$ cat src/rtl/axi_arb_pkg.sv
// ---------------------------------------------------------------------------
// axi_arb_pkg
// Shared definitions for the AXI read arbiter: AR state encoding and the
// fixed AXI field widths used when flattening per-port request buses.
// ---------------------------------------------------------------------------
package axi_arb_pkg;

    localparam int LEN_W   = 8;
    localparam int SIZE_W  = 3;
    localparam int BURST_W = 2;
    localparam int RESP_W  = 2;

    // IDLE chooses a requester; GRANT holds its request on the downstream AR
    // channel until it is accepted.
    typedef enum logic {
        ST_IDLE  = 1'b0,
        ST_GRANT = 1'b1
    } ar_state_e;

endpackage

$ cat src/rtl/rr_arbiter.sv
// ---------------------------------------------------------------------------
// rr_arbiter
// Combinational round-robin picker: returns the first requesting port found
// when scanning upward from ptr, wrapping past the top port.
//
// Ports:
//   req          in   NUM_PORTS  request vector
//   ptr          in   SEL_W      port with highest priority this round
//   grant_onehot out  NUM_PORTS  one-hot form of the pick (0 when no request)
//   grant_idx    out  SEL_W      index of the pick (0 when no request)
//   grant_valid  out  1          at least one request present
// ---------------------------------------------------------------------------
module rr_arbiter #(
    parameter int  NUM_PORTS = 2,
    localparam int SEL_W     = $clog2(NUM_PORTS)
) (
    input  logic [NUM_PORTS-1:0] req,
    input  logic [SEL_W-1:0]     ptr,
    output logic [NUM_PORTS-1:0] grant_onehot,
    output logic [SEL_W-1:0]     grant_idx,
    output logic                 grant_valid
);

    logic [SEL_W-1:0] cand;

    // NOTE: every variable gets a default before any conditional assignment,
    // otherwise the tool infers a latch to hold the old value.
    always_comb begin
        grant_onehot = '0;
        grant_idx    = '0;
        grant_valid  = 1'b0;
        cand         = '0;
        // Scan from the farthest offset down to the nearest so the port
        // closest to ptr is the last (and therefore winning) assignment.
        // NUM_PORTS is a power of two, so SEL_W-bit addition wraps for free.
        for (int i = NUM_PORTS - 1; i >= 0; i--) begin
            cand = ptr + SEL_W'(i);
            if (req[cand]) begin
                grant_onehot       = '0;
                grant_onehot[cand] = 1'b1;
                grant_idx          = cand;
                grant_valid        = 1'b1;
            end
        end
    end

endmodule

$ cat src/rtl/axi_read_arbiter.sv
// ---------------------------------------------------------------------------
// axi_read_arbiter
// Merges NUM_PORTS upstream AXI read-address channels onto one downstream
// master using round-robin selection, tags the downstream ID with the port
// index in its top SEL_W bits, and routes read data back by that tag.
// Each port may have at most MAX_OUTSTANDING bursts in flight.
//
// Ports:
//   ap_clk, ap_rst_n                 clock, async active-low reset
//   in_AR*    (VALID/READY per port, payload flattened NUM_PORTS x field)
//   in_R*     (VALID per port, READY per port, payload broadcast)
//   out_AR*   downstream read-address channel
//   out_R*    downstream read-data channel
//   err_underflow  sticky: RLAST returned to a port with nothing in flight
// ---------------------------------------------------------------------------
module axi_read_arbiter
    import axi_arb_pkg::*;
#(
    parameter int  NUM_PORTS          = 2,
    parameter int  C_M_AXI_ID_WIDTH   = 8,
    parameter int  C_M_AXI_ADDR_WIDTH = 32,
    parameter int  C_M_AXI_DATA_WIDTH = 512,
    parameter int  MAX_OUTSTANDING    = 16,
    localparam int SEL_W              = $clog2(NUM_PORTS),
    localparam int UID_W              = C_M_AXI_ID_WIDTH - SEL_W
) (
    input  logic                                   ap_clk,
    input  logic                                   ap_rst_n,
    // upstream AR
    input  logic [NUM_PORTS-1:0]                   in_ARVALID,
    output logic [NUM_PORTS-1:0]                   in_ARREADY,
    input  logic [NUM_PORTS*C_M_AXI_ADDR_WIDTH-1:0] in_ARADDR,
    input  logic [NUM_PORTS*UID_W-1:0]             in_ARID,
    input  logic [NUM_PORTS*LEN_W-1:0]             in_ARLEN,
    input  logic [NUM_PORTS*SIZE_W-1:0]            in_ARSIZE,
    input  logic [NUM_PORTS*BURST_W-1:0]           in_ARBURST,
    // upstream R
    output logic [NUM_PORTS-1:0]                   in_RVALID,
    input  logic [NUM_PORTS-1:0]                   in_RREADY,
    output logic [C_M_AXI_DATA_WIDTH-1:0]          in_RDATA,
    output logic                                   in_RLAST,
    output logic [UID_W-1:0]                       in_RID,
    output logic [RESP_W-1:0]                      in_RRESP,
    // downstream AR
    output logic                                   out_ARVALID,
    input  logic                                   out_ARREADY,
    output logic [C_M_AXI_ADDR_WIDTH-1:0]          out_ARADDR,
    output logic [C_M_AXI_ID_WIDTH-1:0]            out_ARID,
    output logic [LEN_W-1:0]                       out_ARLEN,
    output logic [SIZE_W-1:0]                      out_ARSIZE,
    output logic [BURST_W-1:0]                     out_ARBURST,
    // downstream R
    input  logic                                   out_RVALID,
    output logic                                   out_RREADY,
    input  logic [C_M_AXI_DATA_WIDTH-1:0]          out_RDATA,
    input  logic                                   out_RLAST,
    input  logic [C_M_AXI_ID_WIDTH-1:0]            out_RID,
    input  logic [RESP_W-1:0]                      out_RRESP,
    // status
    output logic                                   err_underflow
);

    localparam int CNT_W = $clog2(MAX_OUTSTANDING + 1);

    ar_state_e              state, state_nxt;
    logic [SEL_W-1:0]       rr_ptr, rr_ptr_nxt;
    logic [SEL_W-1:0]       grant, grant_nxt;
    logic [NUM_PORTS-1:0]   grant_oh, grant_oh_nxt;
    logic [CNT_W-1:0]       outstanding [NUM_PORTS];

    logic [NUM_PORTS-1:0]   eligible;
    logic [NUM_PORTS-1:0]   pick_oh;
    logic [SEL_W-1:0]       pick_idx;
    logic                   pick_valid;

    logic                   ar_fire;
    logic                   r_last_fire;
    logic [SEL_W-1:0]       r_sel;
    logic [NUM_PORTS-1:0]   cnt_inc, cnt_dec;

    // ------------------------------------------------------------------ AR --
    // A port at its in-flight limit is invisible to the arbiter, which is
    // what keeps the counters from ever passing MAX_OUTSTANDING.
    always_comb begin
        for (int p = 0; p < NUM_PORTS; p++) begin
            eligible[p] = in_ARVALID[p] && (outstanding[p] < CNT_W'(MAX_OUTSTANDING));
        end
    end

    rr_arbiter #(.NUM_PORTS(NUM_PORTS)) u_rr (
        .req          (eligible),
        .ptr          (rr_ptr),
        .grant_onehot (pick_oh),
        .grant_idx    (pick_idx),
        .grant_valid  (pick_valid)
    );

    assign ar_fire = (state == ST_GRANT) && out_ARREADY;

    always_comb begin
        state_nxt    = state;
        rr_ptr_nxt   = rr_ptr;
        grant_nxt    = grant;
        grant_oh_nxt = grant_oh;
        case (state)
            ST_IDLE: begin
                if (pick_valid) begin
                    grant_nxt    = pick_idx;
                    grant_oh_nxt = pick_oh;
                    state_nxt    = ST_GRANT;
                end
            end
            ST_GRANT: begin
                if (out_ARREADY) begin
                    rr_ptr_nxt = grant + 1'b1;
                    state_nxt  = ST_IDLE;
                end
            end
            default: state_nxt = ST_IDLE;
        endcase
    end

    // NOTE: clocked state uses non-blocking assignments so every register
    // samples pre-edge values regardless of statement order.
    always_ff @(posedge ap_clk or negedge ap_rst_n) begin
        if (!ap_rst_n) begin
            state    <= ST_IDLE;
            rr_ptr   <= '0;
            grant    <= '0;
            grant_oh <= NUM_PORTS'(1);
        end else begin
            state    <= state_nxt;
            rr_ptr   <= rr_ptr_nxt;
            grant    <= grant_nxt;
            grant_oh <= grant_oh_nxt;
        end
    end

    // State is reset asynchronously, so VALID/READY drop the moment reset
    // asserts without needing a separate gate.
    assign out_ARVALID = (state == ST_GRANT);
    assign in_ARREADY  = ar_fire ? grant_oh : '0;
    assign out_ARADDR  = in_ARADDR[grant*C_M_AXI_ADDR_WIDTH +: C_M_AXI_ADDR_WIDTH];
    assign out_ARID    = {grant, in_ARID[grant*UID_W +: UID_W]};
    assign out_ARLEN   = in_ARLEN[grant*LEN_W +: LEN_W];
    assign out_ARSIZE  = in_ARSIZE[grant*SIZE_W +: SIZE_W];
    assign out_ARBURST = in_ARBURST[grant*BURST_W +: BURST_W];

    // ------------------------------------------------------------------- R --
    assign r_sel       = out_RID[C_M_AXI_ID_WIDTH-1 -: SEL_W];
    assign out_RREADY  = in_RREADY[r_sel];
    assign in_RDATA    = out_RDATA;
    assign in_RLAST    = out_RLAST;
    assign in_RRESP    = out_RRESP;
    assign in_RID      = out_RID[UID_W-1:0];
    assign r_last_fire = out_RVALID && out_RREADY && out_RLAST;

    always_comb begin
        in_RVALID = '0;
        if (out_RVALID) in_RVALID[r_sel] = 1'b1;
    end

    // ------------------------------------------------- in-flight counters --
    always_comb begin
        for (int p = 0; p < NUM_PORTS; p++) begin
            cnt_inc[p] = ar_fire && grant_oh[p];
            cnt_dec[p] = r_last_fire && (r_sel == SEL_W'(p));
        end
    end

    // NOTE: the counter array is a handful of flops, not a RAM, so each entry
    // is cleared explicitly in the reset branch.
    always_ff @(posedge ap_clk or negedge ap_rst_n) begin
        if (!ap_rst_n) begin
            for (int p = 0; p < NUM_PORTS; p++) outstanding[p] <= '0;
            err_underflow <= 1'b0;
        end else begin
            for (int p = 0; p < NUM_PORTS; p++) begin
                if (cnt_inc[p] && !cnt_dec[p]) begin
                    outstanding[p] <= outstanding[p] + CNT_W'(1);
                end else if (cnt_dec[p] && !cnt_inc[p]) begin
                    // A burst end with nothing in flight is a protocol error;
                    // flag it and keep the counter pinned at zero.
                    if (outstanding[p] == '0) err_underflow <= 1'b1;
                    else                      outstanding[p] <= outstanding[p] - CNT_W'(1);
                end
            end
        end
    end

endmodule

$ cat config.mk
export PLATFORM = sky130hd
export DESIGN_NAME = axi_read_arbiter
export DESIGN_NICKNAME = d
export VERILOG_FILES = /design/src/rtl/axi_arb_pkg.sv /design/src/rtl/rr_arbiter.sv /design/src/rtl/axi_read_arbiter.sv
export SDC_FILE = /design/constraint.sdc
export NUM_CORES = 1
export LEC_CHECK = 0
export ABC_AREA = 1
export BUFFER_PORTS_ARGS = -buffer_cell sky130_fd_sc_hd__buf_2
export CORE_AREA = 2 2 470 472
export CTS_CLUSTER_DIAMETER = 150
export DETAILED_ROUTE_END_ITERATION = 7
export DIE_AREA = 0 0 472 474
export HOLD_SLACK_MARGIN = 0.05
export PLACE_DENSITY_LB_ADDON = 0.12
export SLEW_MARGIN = 20
export SYNTH_ARGS = -nofsm -noshare
export SYNTH_HDL_FRONTEND = slang
export SYNTH_HIERARCHICAL = 1
export SYNTH_SLANG_ARGS = --single-unit
$ cat constraint.sdc
create_clock -name ap_clk -period 2 [get_ports ap_clk]
set_clock_uncertainty 0.05 [all_clocks]
set_input_delay 0.1 -clock ap_clk [delete_from_list [all_inputs] [get_ports ap_clk]]
set_output_delay 0.1 -clock ap_clk [all_outputs]
set_load 0.01 [all_outputs]
==> impl_metrics.py, run 1 <==
metrics = {
    "floorplanning": {
        "dieArea_sq_um": 224000,
        "core_sq_um": 219000,
        "fp.dieH_microns": 474,
        "fp.dieW_microns": 472,
        "io_pins": 1217,
        "row_count": 172,
        "start_util": 0.0273,
    },
    "global_routing": {
        "grt_first_pass_wirelength_mm": 149,
        "grt_overflow": 0,
        "grt_pass1_vias": 3442,
        "antenna_found_initial": 6,
        "grt_use_total": 0.120,
        "grt_max_degree": 28,
    },
    "clock_tree": {
        "clockRootBuffer": "clkbuf_16",
        "tritoncts": "done",
        "numCtsBuffers": 3,
        "clk_path_buf_depth": 2,
        "numClockSinks": 16,
        "cts.clk_slew.worst_paths_ns": 0.06,
        "clk_latency_ns": 0.26,
        "ctsHtreeMaxLevel": 1,
    },
    "power_and_ir_drop": {
        "p_leak_nw": 1.92,
        "ir_worst_vdd_v": 0.000296,
        "powerDensity_nw_per_um2": 774,
        "p_total_mw": 5.20,
    },
    "setup_path": {
        "critical_path_arrival_ns": 1.72,
        "worstSetupEndpointType": "primary output",
        "required_ns": 1.85,
        "start_kind": "register",
        "path_max_fanout": 19,
        "critPathKind": "register to primary output",
    },
    "route": {
        "remaining_drc_errors": 0,
        "route.final.wire_length_mm": 142,
        "postRouteAntennaNets": 0,
        "vias_per_cell": 1.06,
        "dr_total_vias": 3483,
        "wl_per_cell_microns": 43.1,
        "firstDrtPassIters": 4,
        "drtIter0Drc": 150,
    },
    "yosys": {
        "postSynthCellCount": 745,
        "yosysSeqAreaShare": 0.0674,
        "avgSynthCellArea_sq_um": 8.00,
        "syn_area_sq_um": 5960,
        "yosysTopAreaCellShare": 0.660,
        "ys_top_cells_by_area": "buf_4, mux2_4, dfrtp_1",
        "ys_types": 21,
        "syn_nets": 1392,
        "yosys_warnings": 6,
        "synth_area_leader_cell": "buf_4",
        "ys_ff_latch": 16,
    },
    "job": {
        "maxCapViolCount": 0,
    },
    "sta": {
        "setup_viol": 0,
        "tightest_slew_ns": 0.525,
        "rsz0062_at_grt": "no",
        "hold_violations": 0,
        "relSlewSlack": 0.650,
        "finalCritPeriodShare": 0.934,
        "fmax_mhz": 535,
        "maxSlewViolCount": 0,
        "tns_ns": 0,
        "period_minus_slack_ns": 1.87,
        "setup_ws_ns": 0.132,
    },
    "finish": {
        "drive_gt1_frac": 0.650,
        "antenna_cells": 0,
        "fin_nets": 1062,
        "area_delta_synth_final_pct": 12.7,
        "fin_cells": 3285,
    },
    "placement": {
        "port_buffers": 174,
        "dp.cells": 3277,
        "dp_slack_ns": -0.0490,
        "gp_congestion": 0.788,
        "hpwl_mm": 139,
    },
    "status": {
        "outcome": "completed",
    },
    "worst_hold_path": {
        "hp-class": "primary input to register",
    },
}
critical path: stages (launching register included):
cell	delay [ns]
dfrtp_4	0.51
buf_12	0.17
buf_4	0.19
mux2_4	0.30
buf_2	0.23
synthesized netlist by cell type:
cell type	number
nand2_1	52
dfrtp_1	15
xnor2_1	2
or2_2	2
nor2_1	18
buf_6	1
nor3_1	1
ha_1	10
o21ai_0	7
xor2_1	2
nand4_1	2
buf_8	1
inv_1	35
mux2_4	48
fa_1	2
dfstp_2	1
buf_12	4
mux2_2	7
buf_4	524
nand3_1	9
nand2_2	2
sequential cells by signal, indices dropped and copies added, names as in the netlist:
| name | cells |
|---|---|
| grant | 1 |
| err_underflow | 1 |
| outstanding | 10 |
| out_ARVALID | 1 |
| grant_oh | 2 |
| rr_ptr | 1 |
per-stage QoR:
stage / util / hold WS [ns] / area, sq um
floorplan: - / -0.246 / 5960
global placement: 0.0299 / 0.0708 / 6540
detailed placement: 0.0299 / 0.0615 / 6540
CTS: 0.0304 / 0.0968 / 6640
global route: 0.0307 / 0.0941 / 6710
finish: 0.0307 / 0.0909 / 6710
layout make-up:
type / count / area (sq um)
sequential: 16 / 405
tap: 2871 / 3590
fill: 26200 / 212000
clock buffer: 4 / 78.8
timing repair buffer: 195 / 1060
multi-input combinational: 164 / 1440
inverter: 35 / 136
worst paths after layout:
path | cells after the start | start | endpoint | slack, ns
worst max-delay path | 4 | grant | out_ARADDR[30] | 0.13
worst min-delay path | 3 | out_ARREADY | rr_ptr | 0.09
worst max register to register | 11 | grant_oh[0] | outstanding[9] | 0.14
worst min register to register | 1 | grant_oh[1] | grant_oh[1] | 0.46
max in group asynchronous | 2 | ap_rst_n | grant | 1.21
min in group asynchronous | 2 | ap_rst_n | grant_oh[1] | 0.29
placed cells by master, fill, tap and decap left out, types with 3 or more instances in the layout:
cell type  instances
buf_2            174
nand2_1           50
mux2_4            48
inv_1             30
nor2_1            18
buf_4             17
dfrtp_1           14
nand3_1            9
o21ai_0            7
mux2_2             7
ha_1               6
nand2_2            4
inv_2              4
ha_4               4
clkbuf_16          3
what timing repair did:
item,in CTS,in global routing
resized for setup,3,13
hold buffers,2,0
hold endpoints to repair,16,0
pin swaps,0,1
setup endpoints to repair,3,4
buffers inserted,0,2
report_power, final:
group | internal, mW | total, mW | switching (mW)
combinational | 1.52 | 4.08 | 2.56
clock | 0.272 | 0.434 | 0.162
sequential | 0.493 | 0.683 | 0.189
layer usage:
layer / track usage / vias up / share of wire
met5: 0.0231 / - / 0.0052
met4: 0.0265 / 8 / 0.027
met3: 0.246 / 189 / 0.43
met2: 0.184 / 952 / 0.43
met1: 0.0361 / 1239 / 0.10
li1: - / 1095 / -
logic make-up (layout without fill, tap and decap cells):
| group | Yosys count | after routing | synth area share |
|---|---|---|---|
| buffers and inverters | 565 | 234 | 0.700 |
| flip-flops | 16 | 16 | 0.0674 |
| AND/OR/NAND/NOR | 86 | 86 | 0.0588 |
| AO/OA/AOI/OAI | 7 | 7 | 0.00588 |
| adder cells (fa/ha/maj) | 12 | 12 | 0.0277 |
| multiplexers | 55 | 55 | 0.134 |
| XOR/XNOR | 4 | 4 | 0.00588 |
(Power assumes the default switching activity.)
==> run 2: changes to the inputs <==
CELL_PAD_IN_SITES_DETAIL_PLACEMENT = 2   (was default)
CELL_PAD_IN_SITES_GLOBAL_PLACEMENT = 2   (was default)
CORE_AREA = 2 2 471 473   (was 2 2 470 472)
DIE_AREA = 0 0 473 475   (was 0 0 472 474)
SETUP_SLACK_MARGIN = 0.4   (was default)
==> run 2 against run 1 <==
Effect of this change:
- final cell count grew 0.73%
- via count increased by 1.7%
- first-iteration DRC count shrank 14%
- critical path type unchanged
- non-clock buffer count is 24 higher
- maximum frequency increased by 1.9%
- design area rose by 14%
- clock power up 1%
- combinational power is 27% higher
- count of clock-buffer cells in the layout is the same
- worst hold slack improved by 0.026 ns
- highest routed layer unchanged
- sequential share of layout area fell by 0.76 points
- critical endpoint is now out_ARADDR[31]
- total power increased by 22%
- largest cell class unchanged
==> impl_metrics.py, run 2 (same netlist as run 1, synthesis figures left out) <==
metrics = {
    "sta": {
        "hold_violations": 0,
        "rsz0062_at_grt": "yes",
        "relSlewSlack": 0.680,
        "tns_ns": 0,
        "tightest_slew_ns": 0.481,
        "maxSlewViolCount": 0,
        "holdWs_ns": 0.117,
        "period_minus_slack_ns": 1.83,
        "setup_ws_ns": 0.168,
        "setup_viol": 0,
        "fmax_mhz": 546,
        "finalCritPeriodShare": 0.916,
    },
    "setup_path": {
        "path_max_fanout": 4,
        "reg2regPathDepth": 10,
        "critical_path_arrival_ns": 1.68,
        "path_cells": "buf_12, clkbuf_16, buf_6, mux2_4, buf_8",
        "critPathSlowestCell": "dfrtp_4",
        "required_ns": 1.85,
        "critPathKind": "register to primary output",
        "start_kind": "register",
        "worstSetupEndpointType": "primary output",
        "max_stage_delay_ns": 0.51,
    },
    "finish": {
        "reg_top3": "outstanding: 10 flops, grant_oh: 2 flops",
        "regMostFlops": "outstanding",
        "drive_gt1_frac": 0.744,
        "mostFrequentLayoutCell": "buf_2",
        "antenna_cells": 0,
        "mostFrequentLayoutCells": "buf_2, mux2_4, buf_6",
        "area_delta_synth_final_pct": 29.0,
        "fin_cells": 3309,
        "largest_register_ffs": 10,
        "fill_cells": 26200,
        "fin_util": 0.0351,
        "fin_nets": 1086,
    },
    "route": {
        "dr_total_vias": 3542,
        "remaining_drc_errors": 0,
        "firstDrtPassIters": 4,
        "wl_per_cell_microns": 25.9,
        "vias_per_cell": 1.07,
        "route.final.wire_length_mm": 85.8,
        "drtIter0Drc": 129,
        "postRouteAntennaNets": 0,
    },
    "placement": {
        "port_buffers": 174,
        "dp_slack_ns": 0.145,
        "dp.cells": 3272,
        "gp_congestion": 0.697,
        "hpwl_mm": 80.5,
    },
    "floorplanning": {
        "dieArea_sq_um": 225000,
        "io_pins": 1217,
        "core_sq_um": 219000,
        "start_util": 0.0272,
        "fp.dieH_microns": 475,
        "row_count": 172,
        "fp.dieW_microns": 473,
    },
    "power_and_ir_drop": {
        "ir_worst_vdd_v": 0.000268,
        "p_leak_nw": 2.29,
        "powerDensity_nw_per_um2": 825,
    },
    "global_routing": {
        "grt_first_pass_wirelength_mm": 92.8,
        "grt_use_met3": 0.126,
        "grtUsageMet1": 0.0312,
        "antenna_found_initial": 4,
        "top_usage_layer": "met3",
        "grtUsageMet2": 0.110,
        "grt_pass1_vias": 3846,
        "grt_max_degree": 19,
        "grt_overflow": 0,
        "grt_use_total": 0.0713,
    },
    "worst_hold_path": {
        "hp-class": "primary input to register",
        "min_path_cells": 3,
    },
    "clock_tree": {
        "numCtsBuffers": 3,
        "numClockSinks": 16,
        "tritoncts": "done",
        "clk_latency_ns": 0.26,
        "cts.clk_slew.worst_paths_ns": 0.06,
        "ctsHtreeMaxLevel": 1,
        "clk_path_buf_depth": 2,
        "clockRootBuffer": "clkbuf_16",
    },
    "job": {
        "maxCapViolCount": 0,
    },
    "status": {
        "outcome": "completed",
    },
}
-- run 2: changes by cell type in the layout (fill, tap and decap cells not counted), sizes merged --
cell,change
inv,+1
clkinv,-1
clkbuf,+3
buf,+21
-- run 2: through the flow --
| stage | instance area, sq um | total power [mW] |
|---|---|---|
| 4_1_cts | 7190 | 5.72 |
| 3_3_place_gp | 6600 | 4.51 |
| 6_report | 7680 | 6.34 |
| 3_5_place_dp | 6600 | 4.44 |
| 5_1_grt | 7680 | 6.90 |
| 2_1_floorplan | 6070 | 3.87 |
-- run 2: final timing paths --
check / from / end / slack (ns)
worst max-delay path: grant / out_ARADDR[31] / 0.17
worst min-delay path: out_ARREADY / rr_ptr / 0.12
worst max register to register: out_ARVALID / outstanding[2] / 0.18
worst min register to register: err_underflow / err_underflow / 0.47
max in group asynchronous: ap_rst_n / grant / 1.25
min in group asynchronous: ap_rst_n / err_underflow / 0.27
-- run 2: layout make-up --
| cell class | count | area, sq um | share of cell area |
|---|---|---|---|
| Multi-Input combinational cell | 164 | 1670 | 0.218 |
| Inverter | 35 | 144 | 0.0187 |
| Timing Repair Buffer | 219 | 1790 | 0.233 |
| Clock buffer | 4 | 78.8 | 0.0103 |
| Sequential cell | 16 | 405 | 0.0528 |
| Tap cell | 2871 | 3590 | 0.467 |
-- run 2: what timing repair did --
item	CTS	global route
setup buffers	19	8
hold endpoints to repair	16	0
gates cloned	0	4
pin swaps	20	11
endpoints found under the setup margin	65	65
hold buffers	2	0
resized for setup	90	82
-- run 2: worst max-delay path, delay by kind of cell (launching register included) --
family | cells | cell delay (ns)
mux | 1 | 0.30
buf+inv | 4 | 0.58
flops | 1 | 0.51
-- run 2: power breakdown --
part / total (mW) / internal [mW] / leakage, nW / switching, mW
logic: 5.18 / 2.75 / 2.05 / 2.43
registers: 0.723 / 0.493 / 0.193 / 0.230
clock network: 0.440 / 0.272 / 0.0382 / 0.168
-- run 2: metal layers --
metal  up-vias  wire, microns
met4        14           2440
met1      1379          13100
met3       168          31900
met5         -            489
met2       837          37900
li1       1144              -
